File: config.mk
export PLATFORM = sky130hd
export DESIGN_NAME = addr_stack_feeder
export DESIGN_NICKNAME = d
export VERILOG_FILES = /design/src/rtl/addr_stack_feeder.sv
export SDC_FILE = /design/constraint.sdc
export NUM_CORES = 1
export LEC_CHECK = 0
export BUFFER_PORTS_ARGS = -buffer_cell sky130_fd_sc_hd__buf_2
export CAP_MARGIN = 20
export CORE_MARGIN = 2
export CORE_UTILIZATION = 48
export CTS_CLUSTER_DIAMETER = 120
export CTS_CLUSTER_SIZE = 40
export DETAILED_ROUTE_END_ITERATION = 8
export GPL_ROUTABILITY_DRIVEN = 0
export HOLD_SLACK_MARGIN = 0.12
export PLACE_DENSITY = 0.93
export SLEW_MARGIN = 20
export SYNTH_ARGS = -nofsm -noshare
export SYNTH_HDL_FRONTEND = slang
export SYNTH_SLANG_ARGS = --single-unit
File: constraint.sdc
create_clock -name clk -period 3.73 [get_ports clk]
set_clock_uncertainty 0.15 [all_clocks]
set_input_delay 0 -clock clk [delete_from_list [all_inputs] [get_ports clk]]
set_output_delay 0 -clock clk [all_outputs]
set_load 0.05 [all_outputs]
File: src/rtl/addr_stack_feeder.sv
// addr_stack_feeder: sequences single/dual address requests into a 3-entry
// address stack, mirroring its occupancy so it never overflows, draining it
// when idle or on flush, and flagging which cycles carry a real address.
module addr_stack_feeder #(
  parameter int DATA_WIDTH = 16,
  parameter int STACK_SIZE = 3
) (
  input  logic                  clk,
  input  logic                  rst,
  input  logic                  req_valid,
  input  logic                  req_kind,
  input  logic [DATA_WIDTH-1:0] req_data,
  output logic                  req_ready,
  input  logic                  flush,
  output logic [1:0]            stk_ctl,
  output logic [DATA_WIDTH-1:0] stk_data,
  input  logic                  stk_wait,
  output logic                  addr_valid,
  output logic [1:0]            occupancy,
  output logic                  flushing,
  output logic                  err_overflow
);

  localparam logic [1:0] OCC_FULL = 2'(STACK_SIZE);

  localparam logic [1:0] CTL_POP  = 2'b00;
  localparam logic [1:0] CTL_PASS = 2'b01;
  localparam logic [1:0] CTL_PUSH = 2'b11;

  logic [1:0]            ctl_reg, ctl_next;
  logic [DATA_WIDTH-1:0] data_reg, data_next;
  logic [1:0]            occ_reg, occ_next;
  logic                  flushing_reg, flushing_next;
  logic                  emit_next;
  logic                  emit_d1_reg;
  logic                  addr_valid_reg;
  logic                  err_reg, err_next;
  logic                  accept;

  // Handshake: a flush pulse blocks the request in its own cycle as well as
  // for the whole drain; a dual request waits while the stack is full.
  always_comb begin
    req_ready = !rst && !flushing_reg && !flush &&
                !(req_kind && (occ_reg == OCC_FULL));
    accept    = req_valid && req_ready;
  end

  // Per-cycle stack command, occupancy update, flush tracking and error flag.
  always_comb begin
    ctl_next      = CTL_POP;
    data_next     = data_reg;
    occ_next      = occ_reg;
    emit_next     = 1'b0;
    flushing_next = flushing_reg;
    err_next      = err_reg | stk_wait;

    if (accept) begin
      emit_next = 1'b1;
      data_next = req_data;
      if (req_kind) begin
        ctl_next = CTL_PUSH;
        occ_next = occ_reg + 2'd1;
      end else begin
        ctl_next = CTL_PASS;
      end
    end else if (occ_reg != 2'd0) begin
      // Pop one stacked address; data word keeps its last value.
      emit_next = 1'b1;
      occ_next  = occ_reg - 2'd1;
    end

    // Drain ends once the stack is seen empty; a new flush pulse while
    // draining changes nothing.
    if (flushing_reg) begin
      flushing_next = (occ_reg != 2'd0);
    end else begin
      flushing_next = flush;
    end
  end

  // State registers with asynchronous reset.
  always_ff @(posedge clk or posedge rst) begin
    if (rst) begin
      ctl_reg        <= CTL_POP;
      data_reg       <= '0;
      occ_reg        <= 2'd0;
      flushing_reg   <= 1'b0;
      emit_d1_reg    <= 1'b0;
      addr_valid_reg <= 1'b0;
      err_reg        <= 1'b0;
    end else begin
      ctl_reg        <= ctl_next;
      data_reg       <= data_next;
      occ_reg        <= occ_next;
      flushing_reg   <= flushing_next;
      emit_d1_reg    <= emit_next;
      addr_valid_reg <= emit_d1_reg;
      err_reg        <= err_next;
    end
  end

  assign stk_ctl      = ctl_reg;
  assign stk_data     = data_reg;
  assign occupancy    = occ_reg;
  assign flushing     = flushing_reg;
  assign addr_valid   = addr_valid_reg;
  assign err_overflow = err_reg;

endmodule

* Word-level counts from Yosys, hierarchy flattened
Index checks and enable logic that the tools add are counted.
** Cells by class
- Equality and inequality tests :: 2
- Add/subtract/negate cells :: 2
- Reduce and logical (&&, ||, !) cells :: 12
- Bitwise gates (word level) :: 1
- Muxes and demuxes :: 8
** Operators with widths (number)
- $mux 2 :: 5
- $logic_and 1x1->1 :: 5
- $logic_not 1->1 :: 4
- $reduce_bool 2->1 :: 2
- $mux 1 :: 3
- $add 2x1->2 const B :: 1
- $eq 2x2->1 const B :: 1
- $ne 2x2->1 const B :: 1
- $reduce_and 2->1 :: 1
- $sub 2x1->2 const B :: 1
- $or 1x1->1 :: 1
** Storage, ports and cells
- Register bits after elaboration :: 24
- Output and inout port bits :: 24
- Word-level logic and storage cells :: 32

* Logic depth before layout (Yosys ltp)
- Word-level depth :: 7
- Mapped depth :: 5
- Mapped depth without buffers :: 3

* Worst setup path before layout
OpenSTA, ideal clock, no wires.
- Path kind :: register to output
- Start point :: register occ_reg[0], in the netlist occupancy[0]
- End point :: output req_ready
- Arrival time :: 2317 ps
- Setup slack :: 1263 ps
- Stages on the path, launching flop included :: 3
- Required time :: 3580 ps
- Cells stage by stage :: dfrtp_1 and3_1 nor4_1
** On the way
- Word-level cells in the longest chain between the ends :: 4
** Ends and longest elaborated chain
- from (decl) :: line 32 : logic [1:0] occ_reg, occ_next;
- from (signal assigned) :: line 94 : occ_reg <= occ_next;
- $eq 2x2->1 :: line 44 : !(req_kind && (occ_reg == OCC_FULL));
- $logic_and 1x1->1 :: line 44
- $logic_not 1->1 :: line 44
- $logic_and 1x1->1 :: line 43 : req_ready = !rst && !flushing_reg && !flush &&
- to (decl) :: line 13 : output logic req_ready,
No other way between the ends.

* Worst setup path after layout
- Start point :: register flushing_reg, in the netlist flushing
- End point :: register occ_reg[0], in the netlist occupancy[0]
** On the way
- Word-level cells in the longest chain between the ends :: 7
- Elaborated cells between the ends (all ways) :: 9
- Those cells by class :: eq/ne (1); mux (1); reduce/logical (7)
** Ends and longest elaborated chain
- from (decl) :: line 33 : logic flushing_reg, flushing_next;
- from (signal assigned) :: line 95 : flushing_reg <= flushing_next;
- $logic_not 1->1 (*) :: line 43
- $logic_and 1x1->1 (*) (3 in a row) :: line 43
- $logic_and 1x1->1 (*) :: line 45 : accept = req_valid && req_ready;
- $ne 2x2->1 (no source line) or $reduce_bool 2->1 (tied branches)
- $reduce_and 2->1 (no source line)
Mark *: on every way between the ends. The rest lies on a longest branch, timed or not.
A chain may end at the register's enable or synchronous reset.

==> metrics.cfg <==
[hold_path]
min_path_cells = 0
hp-start = emit_d1_reg
worstHoldEndpoint = addr_valid
hold_path_class = reg -> reg

[global_route]
grt_pass1_wl_mm = 3.808
grt_remaining_overflow = 0
grt_usage_pct = 20.93
grt_pass1_vias = 807
grt_max_degree = 25
antenna_found_initial = 0

[power_and_ir_drop]
p_leak_nw = 0.7745
power_density_nw_per_um2 = 848.3
p_comb_share_pct = 51.7
internal-power_mw = 0.6582
peakVddDrop_mv = 0.5521
swShare_pct = 47.14
power.switching_mw = 0.5868
p_seq_share_pct = 33.6
clkPwrFrac_pct = 14.7

[place]
place_ws_ns = 1.767
place_area_um2 = 1195
dp.final_hpwl_mm = 1.381
port_buffers = 45

[routing]
routed_via_density = 4.790
via_count = 752
drc = 0
first_iter_violations = 9
drt_pass1_iterations = 2
wire_per_inst_um = 14.89
drtAntennaViolNets = 0
wl_mm = 2.338

[die]
core_area_um2 = 1922
row_count = 16
die_x_um = 48.89
chipHeight_um = 48.89
die_area_um2 = 2390
ios = 46
initial_utilization_pct = 50.33

[clock_tree]
clk_path_buf_depth = 2
path_clk_slew_ns = 0.13
clock_sinks = 24
postCtsSetupBuffers = 0
cts_inserted_buffers = 3
worstSkewPairLatency_ns = 0.31
root_buffer = clkbuf_4
cts_resized = 0
cts_tree = done
cts_htree_levels = 1

[synthesis]
synth-adder-area-share_pct = 0
yosys.area_share.simple_pct = 9.185
syn_nets = 83
synth_top_family_by_area = multiplexers
yosysSeqAreaShare_pct = 62.10
synth-xor-area-share_pct = 0
ys_seq_elements = 24
syn_inst = 61
syn_area_per_cell_um2 = 15.86
synthMuxAreaShare_pct = 23.16
synth-compound-area-share_pct = 1.552
yosys.cell_types.count = 19
netlist_area_um2 = 967.2
yosysWarnings = 0

[timing]
relSlewSlack_pct = 41.58
final-setup-viol-count = 0
fin_crit_sh_pct = 56.85
slew_violations = 0
hold_violations = 0
tightest_slew_ns = 0.8753
period_needed_ns = 2.120
tns_ns = 0
rsz0062_at_grt = no
worst_slack_ns = 1.610
max_clock_freq_mhz = 471.6

[outcome]
status = complete, no violations

[setup_path]
cp_num_cells = 4
crit_arrival_ns = 2.15
critPathMaxStageDelay_ns = 0.71
path_class = reg -> reg
r2r_slack_ns = 1.61
cp_num_buf_inv = 1
critPathCaptureType = flop
r2r-start = flushing
crit_chain = nor4b_4 -> dlygate4sd3_1 -> mux2i_1 -> o21ai_0
critical_path.max_fanout = 5
slowest_stage = dlygate4sd3_1
required_ns = 3.76
startpoint_type = flop
critical-path-top-delay-family = buffers and inverters
r2r_cells = 4
reg2reg_to = occupancy[0]

[cells_and_area]
utilization_pct = 76.37
fin_nets = 153
layout_common_cells = 45 x buf_2, 24 x dfrtp_1, 22 x dlygate4sd3_1, 9 x mux2_4, 7 x mux2_2
antennaDiodeCount = 0
fillCellCount = 121
largest_register_ffs = 16
area_growth_pct = 51.75
final_cell_area_um2 = 1468
drive_gt1_share_pct = 52.31
mostFrequentLayoutCell = buf_2

[run]
drv_cap = 0

cell families after synthesis:
family	count (synthesis)
flops	24
simple gates	13
buf+inv	4
mux	17
compound gates	3
power by group through the flow:
stage / combinational (mW) / sequential [mW] / clock (mW)
after floorplan: 0.142 / 0.761 / 0
after global placement: 0.608 / 0.413 / 0
after detailed placement: 0.621 / 0.418 / 0
after CTS: 0.641 / 0.413 / 0.186
after global routing: 0.665 / 0.429 / 0.200
final: 0.643 / 0.419 / 0.183
synth_stat cells:
master / n / area (µm²)
a21oi_1: 1 / 5.000
and3_1: 1 / 6.260
buf_12: 1 / 20.02
buf_6: 1 / 11.26
dfrtp_1: 24 / 600.6
inv_1: 2 / 7.510
mux2_2: 7 / 78.83
mux2_4: 9 / 135.1
mux2i_1: 1 / 10.01
nand2_1: 2 / 7.510
nand2b_1: 1 / 6.260
nand2b_2: 1 / 8.760
nand3_1: 1 / 5.000
nand3b_1: 1 / 7.510
nor2_1: 3 / 11.26
nor4_1: 1 / 6.260
nor4b_4: 1 / 23.77
o21ai_0: 2 / 10.01
or2_2: 1 / 6.260
timing repair:
| item | CTS | global route |
|---|---|---|
| hold endpoints to repair | 46 | 0 |
| setup endpoints to repair | 0 | 0 |
| hold buffers | 22 | 0 |
worst register-to-register path: cells and delay by family, from the launching register on:
| family | cells | cell delay [ns] |
|---|---|---|
| AO/OA/AOI/OAI | 1 | 0.11 |
| flip-flops | 1 | 0.47 |
| multiplexers | 1 | 0.22 |
| AND/OR/NAND/NOR | 1 | 0.35 |
| buffers and inverters | 1 | 0.71 |
through the flow:
step / power [mW] / instances / hold slack [ns]
2_1_floorplan: 0.9029 / 61 / -0.1354
3_3_place_gp: 1.021 / 131 / 0.04600
3_5_place_dp: 1.039 / 131 / 0.05188
4_1_cts: 1.240 / 157 / 0.2451
5_1_grt: 1.294 / 157 / 0.2352
6_report: 1.245 / 157 / 0.2304
layer usage:
metal | GRT usage [%] | up-vias | part of all wire (%)
li1 | - | 347 | -
met2 | 40.41 | 26 | 54
met3 | 3.988 | 2 | 4.1
met4 | 4.286 | 0 | 0.43
met5 | 0 | - | 0
met1 | 23.76 | 377 | 42
worst max path at each step:
| stage | startpoint | end | slack (ns) |
|---|---|---|---|
| 5_1_grt | flushing | occupancy[0] | 1.53 |
| 2_1_floorplan | occupancy[0] | req_ready | 1.26 |
| 6_report | flushing | occupancy[0] | 1.61 |
| 3_5_place_dp | flushing | stk_data[0] | 1.77 |
| 3_3_place_gp | flushing | stk_data[3] | 1.86 |
| 4_1_cts | flushing | occupancy[0] | 1.64 |
area by class of cell:
type                    count  area [µm²]  area share [%]
clock inverters             1       30.03           2.046
multi-input cells          33       327.8           22.34
inverters                   2       7.507          0.5115
repair buffers             67       445.4           30.35
flip-flops and latches     24       600.6           40.92
clock buffers               3       22.52           1.535
well taps                  27       33.78           2.302
Note: power is estimated with default switching activity, not from simulation.
